$ cat src/rtl/mult_hilo_unit.sv
// rtl/mult_hilo_unit.sv - sequential radix-2 shift-add multiplier with HI/LO result registers
module mult_hilo_unit #(
    parameter int WIDTH = 32,
    parameter int CNT_W = 6
) (
    input  logic             clk,
    input  logic             reset,
    input  logic             start,
    input  logic             is_signed,
    input  logic [WIDTH-1:0] srca,
    input  logic [WIDTH-1:0] srcb,
    output logic             stall,
    output logic             done,
    output logic [WIDTH-1:0] hi,
    output logic [WIDTH-1:0] lo
);

    typedef enum logic [1:0] {
        S_IDLE = 2'd0,
        S_RUN  = 2'd1,
        S_DONE = 2'd2
    } state_t;

    localparam logic [WIDTH-1:0]   ONE_W   = WIDTH'(1);
    localparam logic [2*WIDTH-1:0] ONE_P   = (2*WIDTH)'(1);
    localparam logic [CNT_W-1:0]   ONE_C   = CNT_W'(1);
    localparam logic [CNT_W-1:0]   CNT_TOP = CNT_W'(WIDTH - 1);

    state_t             state_q, state_d;
    logic [WIDTH-1:0]   mcand_q, mcand_d;
    logic [WIDTH-1:0]   mplier_q, mplier_d;
    logic [WIDTH-1:0]   acc_hi_q, acc_hi_d;
    logic               neg_q, neg_d;
    logic [CNT_W-1:0]   cnt_q, cnt_d;
    logic [WIDTH-1:0]   hi_q, hi_d;
    logic [WIDTH-1:0]   lo_q, lo_d;

    logic [WIDTH-1:0]   abs_a, abs_b;
    logic [WIDTH:0]     sum;
    logic [2*WIDTH-1:0] product, result;

    // The most negative operand negates to itself, which is its exact unsigned magnitude.
    assign abs_a   = (is_signed && srca[WIDTH-1]) ? (~srca + ONE_W) : srca;
    assign abs_b   = (is_signed && srcb[WIDTH-1]) ? (~srcb + ONE_W) : srcb;
    assign sum     = {1'b0, acc_hi_q} + (mplier_q[0] ? {1'b0, mcand_q} : '0);
    assign product = {acc_hi_q, mplier_q};
    assign result  = neg_q ? (~product + ONE_P) : product;

    always_comb begin
        state_d  = state_q;
        mcand_d  = mcand_q;
        mplier_d = mplier_q;
        acc_hi_d = acc_hi_q;
        neg_d    = neg_q;
        cnt_d    = cnt_q;
        hi_d     = hi_q;
        lo_d     = lo_q;
        case (state_q)
            S_IDLE: begin
                if (start) begin
                    mcand_d  = abs_a;
                    mplier_d = abs_b;
                    neg_d    = is_signed & (srca[WIDTH-1] ^ srcb[WIDTH-1]);
                    acc_hi_d = '0;
                    cnt_d    = CNT_TOP;
                    state_d  = S_RUN;
                end
            end
            S_RUN: begin
                // Carry shifts into acc_hi's MSB; the consumed multiplier bit falls off the bottom.
                acc_hi_d = sum[WIDTH:1];
                mplier_d = {sum[0], mplier_q[WIDTH-1:1]};
                if (cnt_q == '0) begin
                    state_d = S_DONE;
                end else begin
                    cnt_d = cnt_q - ONE_C;
                end
            end
            S_DONE: begin
                hi_d    = result[2*WIDTH-1:WIDTH];
                lo_d    = result[WIDTH-1:0];
                state_d = S_IDLE;
            end
            default: state_d = S_IDLE;
        endcase
    end

    always_ff @(posedge clk) begin
        if (!reset) begin
            state_q  <= S_IDLE;
            mcand_q  <= '0;
            mplier_q <= '0;
            acc_hi_q <= '0;
            neg_q    <= 1'b0;
            cnt_q    <= '0;
            hi_q     <= '0;
            lo_q     <= '0;
        end else begin
            state_q  <= state_d;
            mcand_q  <= mcand_d;
            mplier_q <= mplier_d;
            acc_hi_q <= acc_hi_d;
            neg_q    <= neg_d;
            cnt_q    <= cnt_d;
            hi_q     <= hi_d;
            lo_q     <= lo_d;
        end
    end

    assign stall = reset & (((state_q == S_IDLE) & start) | (state_q == S_RUN));
    assign done  = reset & (state_q == S_DONE);
    assign hi    = hi_q;
    assign lo    = lo_q;

endmodule
$ cat config.mk
export PLATFORM = sky130hd
export DESIGN_NAME = mult_hilo_unit
export DESIGN_NICKNAME = d
export VERILOG_FILES = /design/src/rtl/mult_hilo_unit.sv
export SDC_FILE = /design/constraint.sdc
export NUM_CORES = 1
export LEC_CHECK = 0
export CAP_MARGIN = 20
export CORE_MARGIN = 2
export CORE_UTILIZATION = 42
export DETAILED_ROUTE_END_ITERATION = 10
export HOLD_SLACK_MARGIN = 0.06
export PLACE_DENSITY_LB_ADDON = 0.05
export RECOVER_POWER = 50
export SLEW_MARGIN = 20
export SYNTH_ARGS = -nofsm -noshare
export SYNTH_HDL_FRONTEND = slang
export SYNTH_SLANG_ARGS = --single-unit
$ cat constraint.sdc
create_clock -name clk -period 8.6 [get_ports clk]
set_input_delay 1.72 -clock clk [delete_from_list [all_inputs] [get_ports clk]]
set_output_delay 1.72 -clock clk [all_outputs]
set_load 0.05 [all_outputs]
==> results of run 1 <==
power groups by stage:
stage | combinational [W] | clock [W] | sequential (W)
floorplan | 0.000259 | 0 | 0.000903
global placement | 0.000407 | 0 | 0.000896
detailed placement | 0.000410 | 0 | 0.000898
CTS | 0.000412 | 0.000786 | 0.000880
global route | 0.000450 | 0.000819 | 0.000886
finish | 0.000407 | 0.000774 | 0.000882
kinds of logic after synthesis:
group / after synthesis / synth area share
compound gates: 401 / 0.260
xor+xnor: 136 / 0.114
simple gates: 450 / 0.211
fa+ha+maj: 38 / 0.0464
buf+inv: 107 / 0.0403
mux: 3 / 0.00289
flops: 169 / 0.325
per-stage QoR:
| step | instance area, µm² | total power, W |
|---|---|---|
| floorplan | 10400 | 0.00116 |
| global placement | 11900 | 0.00130 |
| detailed placement | 11900 | 0.00131 |
| CTS | 12500 | 0.00208 |
| global route | 12400 | 0.00216 |
| finish | 12400 | 0.00206 |
metal layers:
| layer | up-vias | track usage | routed length [µm] | share of wire |
|---|---|---|---|---|
| met4 | 0 | 0.0540 | 411 | 0.014 |
| met2 | 279 | 0.331 | 12400 | 0.41 |
| met3 | 29 | 0.0360 | 1870 | 0.062 |
| met5 | - | 0 | 0 | 0 |
| li1 | 4943 | - | - | - |
| met1 | 4484 | 0.358 | 15500 | 0.51 |
final cells by class:
cell class	count	area, µm²
repair buffers	141	1380
clock buffers	18	429
fillers	2422	11900
inverters	24	91.3
flip-flops and latches	169	3380
well taps	324	405
clock inverters	13	146
multi-input cells	1028	6610
flip-flops by register name (all words and copies together), names as in the netlist:
register	count
acc_hi_q	32
hi	32
lo	32
mcand_q	32
mplier_q	32
cnt_q	6
state_q	2
neg_q	1
synthesized netlist by cell type, drive strengths merged, types with 15 or more instances:
cell    count  area share
or4        17       0.014
a22oi      15       0.011
nand2      94       0.034
ha         37       0.044
a21o       15       0.011
dfxtp     169        0.33
a211oi     66       0.048
o21ai      93       0.045
nor3       26       0.013
or3        30       0.018
inv        24      0.0087
a21oi      92       0.044
o31ai      28       0.021
nand3      37       0.018
o41ai      17       0.019
nor2      145       0.052
xnor2      53       0.045
clkbuf     72       0.026
a222oi     19       0.018
xor2       83       0.070
and2       38       0.023
tightest hold or removal path: stages, from the launching register on:
cell and delay, ns:
dfxtp_1 0.32, nand2_1 0.04, o21ai_0 0.05
worst paths after layout:
check,from,end,cells past startpoint
worst min register to register,hi[7],hi[7],2
worst min-delay path,hi[7],hi[7],2
worst max register to register,state_q[1],hi[21],4
worst max-delay path,reset,stall,5
==> impl_metrics.toml, run 1 <==
[sta]
min_period_ns = 7.08
period_share = 0.823
max_freq_ghz = 0.141
hold_ws_ns = 0.450
hold_viol_final = 0
finalSetupTns_ns = 0
finalSetupViolCount = 0
slew_headroom = -1.12
finalMaxSlewViolations = 270
worstMarginPinSlew_ns = 3.18
timing.final.ws_setup_ns = 1.52
rsz0062_at_grt = "no"
clock_skew_ns = 0.00929

[routing]
first_pass_iters = 5
wl_um = 30200
first_iter_violations = 760
ant_nets = 0
drc = 0
num_vias = 9735
vias_per_cell = 5.67
wl_per_cell_um = 17.6

[clock_tree]
cts_buffers = 17
post_cts_resized = 0
holdBufCountCts = 0
clockBufferDepth = 2
clock-root-buffer = "clkbuf_16"
ctsHtreeMaxLevel = 4
cts.sinks = 169
worstSkewPairLatency_ns = 0.44
path_clk_slew_ns = 0.07
cts_setup_buffers = 0
cts_tree = "built"

[place]
placedCellCount = 1686
hpwl_um = 22500
gp_congestion = 0.887
port_buffers = 133
pre_cts_ws_ns = 2.61

[floorplanning]
fp.dieH_um = 161
die-area_mm2 = 0.0261
die_w_um = 161
row_count = 57
start_util = 0.428
core_region_area_mm2 = 0.0243
io_pins = 134

[power]
clock_power_share = 0.375
switching_share = 0.314
p_seq_frac = 0.427
combPwrFrac = 0.197
power.density_mw_per_mm2 = 166
p_leak_nw = 4.73
peakVddDrop_uv = 104
power_switching_w = 0.000649
internal_power_w = 0.00141

[worst_setup_path]
path_max_fanout = 57
crit_chain = "clkdlybuf4s50_1 -> buf_4 -> clkinvlp_2 -> nor2_1 -> clkdlybuf4s50_1"
critPathArrivalTime_ns = 5.36
critPathTopFamily = "buffers and inverters"
startpoint_type = "input pin"
slowest_stage = "clkinvlp_2"
cp_common_cell = "clkdlybuf4s50_1"
path_buf_inv = 4
worstPathRequired_ns = 6.88
end_kind = "output pin"
critPathKind = "in2out"
cp_slowest_stage_delay_ns = 1.56
r2r_slack_ns = 3.30

[layout]
final_common_cell = "dfxtp_1"
fin_nets = 1487
final_core_util = 0.512
fin_cells = 1717
diodes = 0
layout_common_cells = "168 x dfxtp_1, 144 x nor2_1, 94 x nand2_1, 92 x a21oi_1, 92 x o21ai_0"
syn_to_final_growth_pct = 19.6
layout-drive-gt1-share = 0.0424

[global_route]
grt_pass1_vias = 8759
track_usage = 0.231
grt_first_pass_wirelength_um = 48200
grt_max_degree = 85
overflow = 0
antenna_found_initial = 0

[worst_hold_path]
worstHoldPathType = "reg2reg"

[synth]
syn_area_mm2 = 0.0104
async_flop_share = 0
syn_inst = 1304
yosysSeqAreaShare = 0.325
synth_edf_count = 0
netlist-cell-type-count = 65
synthFlopType = "dfxtp_1"
syn_nets = 1410
post_synth.cell_area_avg_um2 = 7.98
ys_warn_count = 0
ys_ff_latch = 169

[outcome]
violations = "capacitance limit, slew limit"
status = "finished, violations left"

[job]
max_cap_violations = 5
(Power assumes the default switching activity.)
==> inputs of run 2 (changes only) <==
clock period = 5.9 ns   (was 8.6 ns; I/O delays follow)
==> run 2 against run 1 <==
The run still ends with capacitance limit, slew limit left. Setup slack worse by 0.26 ns. Sequential share of layout area down 0.11 points. Wire length down 1.1%. Hold slack worse by 0.0020 ns. Sequential cell count unchanged. Cell count up 0.12%. First-iteration DRC count down 2.2%. Design area up 0.42%. Global-route usage about the same. Critical path depth up 1. Clock-buffer cell count up 3. Critical path type is now in2reg.
==> impl_metrics.toml, run 2 (synthesis gave the netlist of run 1 again) <==
[worst_setup_path]
slowest_stage = "clkbuf_1"
timing.rr.start = "mplier_q[0]"
rr_endpoint = "acc_hi_q[27]"
path_max_fanout = 60
end_kind = "flip-flop"
crit_chain = "dlygate4sd3_1 -> clkinvlp_2 -> clkbuf_1 -> nor2_1 -> nand2_1 -> o21ai_0"
reg2reg_depth = 12
critPathArrivalTime_ns = 4.95
r2r_slack_ns = 2.44
startpoint_type = "input pin"
critPathKind = "in2reg"
worstPathRequired_ns = 6.21
cp_slowest_stage_delay_ns = 2.04

[routing]
vias_per_cell = 5.64
wl_um = 29800
drc = 0
num_vias = 9696
ant_nets = 0
first_iter_violations = 743
wl_per_cell_um = 17.4
first_pass_iters = 7

[sta]
finalSetupViolCount = 0
clock_skew_ns = 0.0139
rsz0062_at_grt = "no"
slew_headroom = -0.914
timing.final.ws_setup_ns = 1.26
finalMaxSlewViolations = 61
worstMarginPinSlew_ns = 2.87
finalSetupTns_ns = 0
period_share = 0.787
hold_viol_final = 0
max_freq_ghz = 0.215
min_period_ns = 4.64

[global_route]
grt_max_degree = 111
grt_pass1_vias = 8735
track_usage = 0.231
antenna_found_initial = 0
overflow = 0
grt_first_pass_wirelength_um = 48300

[place]
place_area_mm2 = 0.0119
port_buffers = 133
gp_congestion = 0.875
pre_cts_ws_ns = 1.48
hpwl_um = 22300

[clock_tree]
path_clk_slew_ns = 0.07
cts_tree = "built"
cts_buffers = 17
clockBufferDepth = 2
cts.sinks = 169
holdBufCountCts = 0
ctsHtreeMaxLevel = 4
worstSkewPairLatency_ns = 0.44
cts_setup_buffers = 0
clock-root-buffer = "clkbuf_16"
post_cts_resized = 0

[outcome]
violations = "capacitance limit, slew limit"
status = "finished, violations left"

[worst_hold_path]
worstHoldPathType = "reg2reg"
min_from = "hi[7]"
hold_end = "hi[7]"
hold-path-cell-count = 2

[floorplanning]
core_region_area_mm2 = 0.0243
fp.dieH_um = 161
io_pins = 134
row_count = 57
die_w_um = 161
start_util = 0.428
die-area_mm2 = 0.0261

[layout]
final_common_cell = "dfxtp_1"
final_core_util = 0.514
multi_input_area_mm2 = 0.00662
fill_cells = 2401
seqCellArea_mm2 = 0.00338
syn_to_final_growth_pct = 20.1
layout-drive-gt1-share = 0.0466
fin_nets = 1488
fin_area_mm2 = 0.0125
layout_common_cells = "168 x dfxtp_1, 145 x nor2_1, 94 x nand2_1, 92 x a21oi_1, 92 x o21ai_0"
diodes = 0

[power]
p_leak_nw = 4.76
peakVddDrop_uv = 133
power.density_mw_per_mm2 = 243

[job]
max_cap_violations = 1
[run 2: power breakdown]
part / total, W / internal (W) / switching (W)
registers: 0.00129 / 0.00121 / 0.0000789
logic: 0.000592 / 0.000228 / 0.000363
clock network: 0.00116 / 0.000665 / 0.000493
[run 2: area by class of cell]
type / count / share of cell area
multi-input cells: 1028 / 0.530
clock buffers: 21 / 0.0376
repair buffers: 142 / 0.111
well taps: 324 / 0.0324
clock inverters: 11 / 0.0108
inverters: 24 / 0.00731
flip-flops and latches: 169 / 0.271
[run 2: worst max path at each step]
stage,start,end,slack [ns],cells past startpoint
2_1_floorplan,reset,stall,2.43,4
3_3_place_gp,reset,done,1.53,4
3_5_place_dp,reset,done,1.48,4
4_1_cts,reset,done,1.48,4
5_1_grt,reset,hi[10],0.91,6
6_report,reset,hi[10],1.26,6
[run 2: through the flow]
step	std cells	hold slack (ns)	power (W)
finish	1719	0.448	0.00303
CTS	1719	0.454	0.00306
global placement	1687	0.436	0.00190
global route	1719	0.485	0.00319
floorplan	1304	0.427	0.00169
detailed placement	1687	0.444	0.00191
[run 2: routing by layer]
metal  vias to the layer above  track usage  part of all wire  wire length, µm
met1                      4475        0.357              0.51            15300
li1                       4933            -                 -                -
met2                       272        0.332              0.41            12200
met4                         0       0.0499            0.0091              272
met5                         -            0                 0                0
met3                        16       0.0385             0.068             2030
[run 2: worst max-delay path, delay by kind of cell]
kind                   cells  cell delay [ns]
AOI/OAI and AO/OA          1             0.10
buffers and inverters      3             2.99
and+or+nand+nor            2             0.66
==> RTL change 1 (flow settings as in run 1) <==
Encoding of `state_t`: now one-hot (3 bits for 3 states).
--- a/src/rtl/mult_hilo_unit.sv
+++ b/src/rtl/mult_hilo_unit.sv
@@ -15,10 +15,10 @@
     output logic [WIDTH-1:0] lo
 );
 
-    typedef enum logic [1:0] {
-        S_IDLE = 2'd0,
-        S_RUN  = 2'd1,
-        S_DONE = 2'd2
+    typedef enum logic [2:0] {
+        S_IDLE = 3'b001,
+        S_RUN  = 3'b010,
+        S_DONE = 3'b100
     } state_t;
 
     localparam logic [WIDTH-1:0]   ONE_W   = WIDTH'(1);
Check against the original RTL: no difference found for any inputs over 10 cycles, from zero or initial values and one cycle with reset low; not proved beyond that.
==> RTL change 1 against run 1 <==
- first-iteration DRC count decreased by 1.7%
- synthesized cell count increased by 2.0%
- sequential cell count increased by 1
- the flow still finishes with violations (capacitance limit, slew limit)
- worst setup slack improved by 0.38 ns
- global-route usage decreased by 1.5 points
- register-to-register slack improved by 1.7 ns
- power decreased by 9.6%
- area after synthesis increased by 2.8%
- utilization decreased by 0.41 points
- critical path depth decreased by 1
- critical path type unchanged
- wire length decreased by 4.9%
- final area increased by 2.4%
==> RTL change 1: results (changes against run 1) <==
qor: placed_design.numPlacedInstances 1718 [was 1686]
qor: synth.synthCells 1330 [was 1304]
qor: final_layout.ff_latch_area 3410 µm² [was 3380 µm²]
qor: setup_path.worst_ep_arrival_time 4.98 ns [was 5.36 ns]
qor: final_layout.final.clkbuf_count 20 [was 18]
qor: status.run_status complete, but fails checks [unchanged]
qor: final_layout.post-route-util 50.8% [was 51.2%]
qor: synth.synth_area_leaders dfxtp_1 (32%), xor2_1 (7.5%), o21ai_0 (6.1%) [was dfxtp_1 (33%), xor2_1 (7.0%), nor2_1 (5.2%)]
qor: placed_design.hpwlAfterDp 21.4 mm [was 22.5 mm]
qor: global_route.grt_first_pass_wirelength 46.3 mm [was 48.2 mm]
qor: drt.total_wire_length_after_detailed_routing 28.7 mm [was 30.2 mm]
qor: final_layout.clock_tree_area_fraction 4.29% [was 4.62%]
qor: setup_path.crit_slowest_cell clkbuf_1 [was clkinvlp_2]
qor: final_layout.fillCellCount 2495 [was 2422]
qor: final_layout.drive_above_1_share 4.44% [was 4.24%]
qor: placed_design.dp_slack 2.50 ns [was 2.61 ns]
qor: pwr.power.leakage 0.00542 µW [was 0.00473 µW]
qor: setup_path.worstPathMaxFanout 56 [was 57]
qor: setup_path.cpPeakStageDelay 1.61 ns [was 1.56 ns]
qor: final_layout.num-nonclk-buffers 142 [was 141]
qor: final_layout.nMultiInputCombCells 1051 [was 1028]
qor: global_route.largest_net_degree_at_the_start_of_global_routing 96 [was 85]
qor: final_layout.non_filler_cells_final 1750 [was 1717]
qor: final_layout.non_clock_inverter_count 25 [was 24]
qor: timing.final_max_slew_viol_count 153 [was 270]
qor: global_route.first_global_vias 8576 [was 8759]
qor: final_layout.signal_buffer_area_fraction 10.9% [was 11.1%]
qor: pwr.powerComb 277 µW [was 407 µW]
qor: timing.maxSlewHeadroom -137% [was -112%]
qor: synth.most_common_library_cells_after_synthesis dfxtp_1 (170), nand2_1 (164), o21ai_0 (130) [was dfxtp_1 (169), nor2_1 (145), nand2_1 (94)]
qor: flow_run.maxCapViolCount 2 [was 5]
qor: placed_design.placed_area 12200 µm² [was 11900 µm²]
qor: status.violated_checks capacitance limit, slew limit [unchanged]
[RTL change 1: layer usage]
metal,vias up,track usage (%),routed length (µm)
met5,-,0,0
met4,0,3.71,178
met3,11,2.97,1640
met2,248,29.3,11200
met1,4436,35.5,15700
li1,4941,-,-
[RTL change 1: path summary, 6_finish.rpt]
path,start,to,slack (ns),depth (start not counted)
min reg2reg,hi[27],hi[27],0.45,2
max,reset,done,1.90,4
min,hi[27],hi[27],0.45,2
max reg2reg,mplier_q[0],acc_hi_q[23],4.96,10
[RTL change 1: cell families after synthesis]
group	share of synthesized area, %
and+or+nand+nor	21.7
DFF	31.8
muxes	0.281
buffers and inverters	3.88
xor gates and xnor gates	11.7
adders and majority gates	4.51
AOI/OAI and AO/OA	26.1
[RTL change 1: tightest hold or removal path: cells and delay by family, from the launching register on]
family           cells  cell delay (ns)
flip-flops           1             0.32
AND/OR/NAND/NOR      1             0.04
AO/OA/AOI/OAI        1             0.05
==> RTL change 2 (settings of run 1) <==
Without the edit above. Change the parameter `CNT_W` from 6 to 4.
--- a/src/rtl/mult_hilo_unit.sv
+++ b/src/rtl/mult_hilo_unit.sv
@@ -1,7 +1,7 @@
 // rtl/mult_hilo_unit.sv - sequential radix-2 shift-add multiplier with HI/LO result registers
 module mult_hilo_unit #(
     parameter int WIDTH = 32,
-    parameter int CNT_W = 6
+    parameter int CNT_W = 4
 ) (
     input  logic             clk,
     input  logic             reset,
Function: no difference found for any inputs over 10 cycles, from zero or initial values and one cycle with reset low; that may be too few to reach the edited logic, so the function may still have changed.
==> RTL change 2 against run 1 <==
- the run still ends with capacitance limit, slew limit left
- worst setup slack better by 0.021 ns
- power fell by 0.92%
- utilization rose by 0.66 points
- via count is 4.7% lower
- area after synthesis fell by 2.9%
- register-to-register slack better by 1.3 ns
- wire length down 9.6%
- final area down 2.0%
- sequential cell count is 2 lower
- critical path depth did not move
- die area decreased by 2.9%
- cell count is 1.5% lower
==> RTL change 2: results (changes against run 1) <==
qor: setup_path.reg2reg_slack 4.55 ns [was 3.30 ns]
qor: setup_path.crit_slowest_cell clkbuf_1 [was clkinvlp_2]
qor: synth.synth_xor_area_share 12.5% [was 11.4%]
qor: synth.synth.area.mux_share 0.0991% [was 0.288%]
qor: placed_design.gpl.final_weighted_congestion 0.866 [was 0.887]
qor: timing.timing_worst_slew_pin_value 1.57 ns [was 3.18 ns]
qor: setup_path.critical_path.reg2reg.endpoint acc_hi_q[29] [was hi[21]]
qor: global_route.first_global_vias 8365 [was 8759]
qor: timing.skew 0.0113 ns [was 0.00929 ns]
qor: status.violated_checks capacitance limit, slew limit [unchanged]
qor: min_path.holdCritStartpoint lo[0] [was hi[7]]
qor: placed_design.placed_area 11600 µm² [was 11900 µm²]
qor: placed_design.hpwlAfterDp 20.4 mm [was 22.5 mm]
qor: global_route.globalRouteTotalUtil 21.3% [was 23.1%]
qor: setup_path.cpPeakStageDelay 1.13 ns [was 1.56 ns]
qor: pwr.sequential_power 881 µW [was 882 µW]
qor: drt.drc_marker_count_from_the_first_detailed_route_iteration 736 [was 760]
qor: placed_design.numPlacedInstances 1659 [was 1686]
qor: min_path.timing.hold.worst_endpoint lo[0] [was hi[7]]
qor: synth.postSynthNetCount 1381 [was 1410]
qor: pwr.pwr-share-comb 19.0% [was 19.7%]
qor: final_layout.fin_nets 1464 [was 1487]
qor: drt.via_count 9276 [was 9735]
qor: pwr.power.leakage 0.00460 µW [was 0.00473 µW]
qor: pwr.max-vdd-ir-drop 0.125 mV [was 0.104 mV]
qor: synth.synth_seq_area_share 33.1% [was 32.5%]
qor: timing.final_max_slew_viol_count 38 [was 270]
qor: synth.most_common_library_cells_after_synthesis dfxtp_1 (167), nor2_1 (133), o21ai_0 (118) [was dfxtp_1 (169), nor2_1 (145), nand2_1 (94)]
qor: pwr.cell_internal_power 1410 µW [about the same]
qor: global_route.grt_first_pass_wirelength 44.4 mm [was 48.2 mm]
qor: status.run_status complete, but fails checks [unchanged]
qor: synth.synthAdderAreaFrac 4.66% [was 4.64%]
qor: flow_run.maxCapViolCount 1 [was 5]
qor: setup_path.worstPathMaxFanout 55 [was 57]
qor: setup_path.worst_ep_arrival_time 5.34 ns [was 5.36 ns]
qor: global_route.largest_net_degree_at_the_start_of_global_routing 110 [was 85]
qor: setup_path.ff2ff_path_depth 13 [was 4]
## RTL change 2: per-layer routing
layer / share of wire (%) / vias to the layer above / global-route usage [%] / wire [µm]
li1: - / 4764 / - / -
met1: 54 / 4271 / 33.8 / 14700
met2: 40 / 220 / 29.6 / 10900
met3: 5.3 / 21 / 3.54 / 1440
met4: 0.98 / 0 / 4.55 / 267
met5: 0 / - / 0 / 0
## RTL change 2: area by class of cell
cell class              count  area [µm²]
fillers                  2384       11300
inverters                  21        78.8
flip-flops and latches    167        3350
multi-input cells        1012        6410
repair buffers            140        1380
well taps                 319         399
clock inverters            12         143
clock buffers              20         447
## RTL change 2: worst max-delay path by stage
stage,end,cells past startpoint,slack [ns]
3_3_place_gp,stall,5,2.75
5_1_grt,stall,5,1.31
3_5_place_dp,stall,5,2.74
2_1_floorplan,stall,5,3.75
4_1_cts,stall,5,2.74
6_report,stall,5,1.54
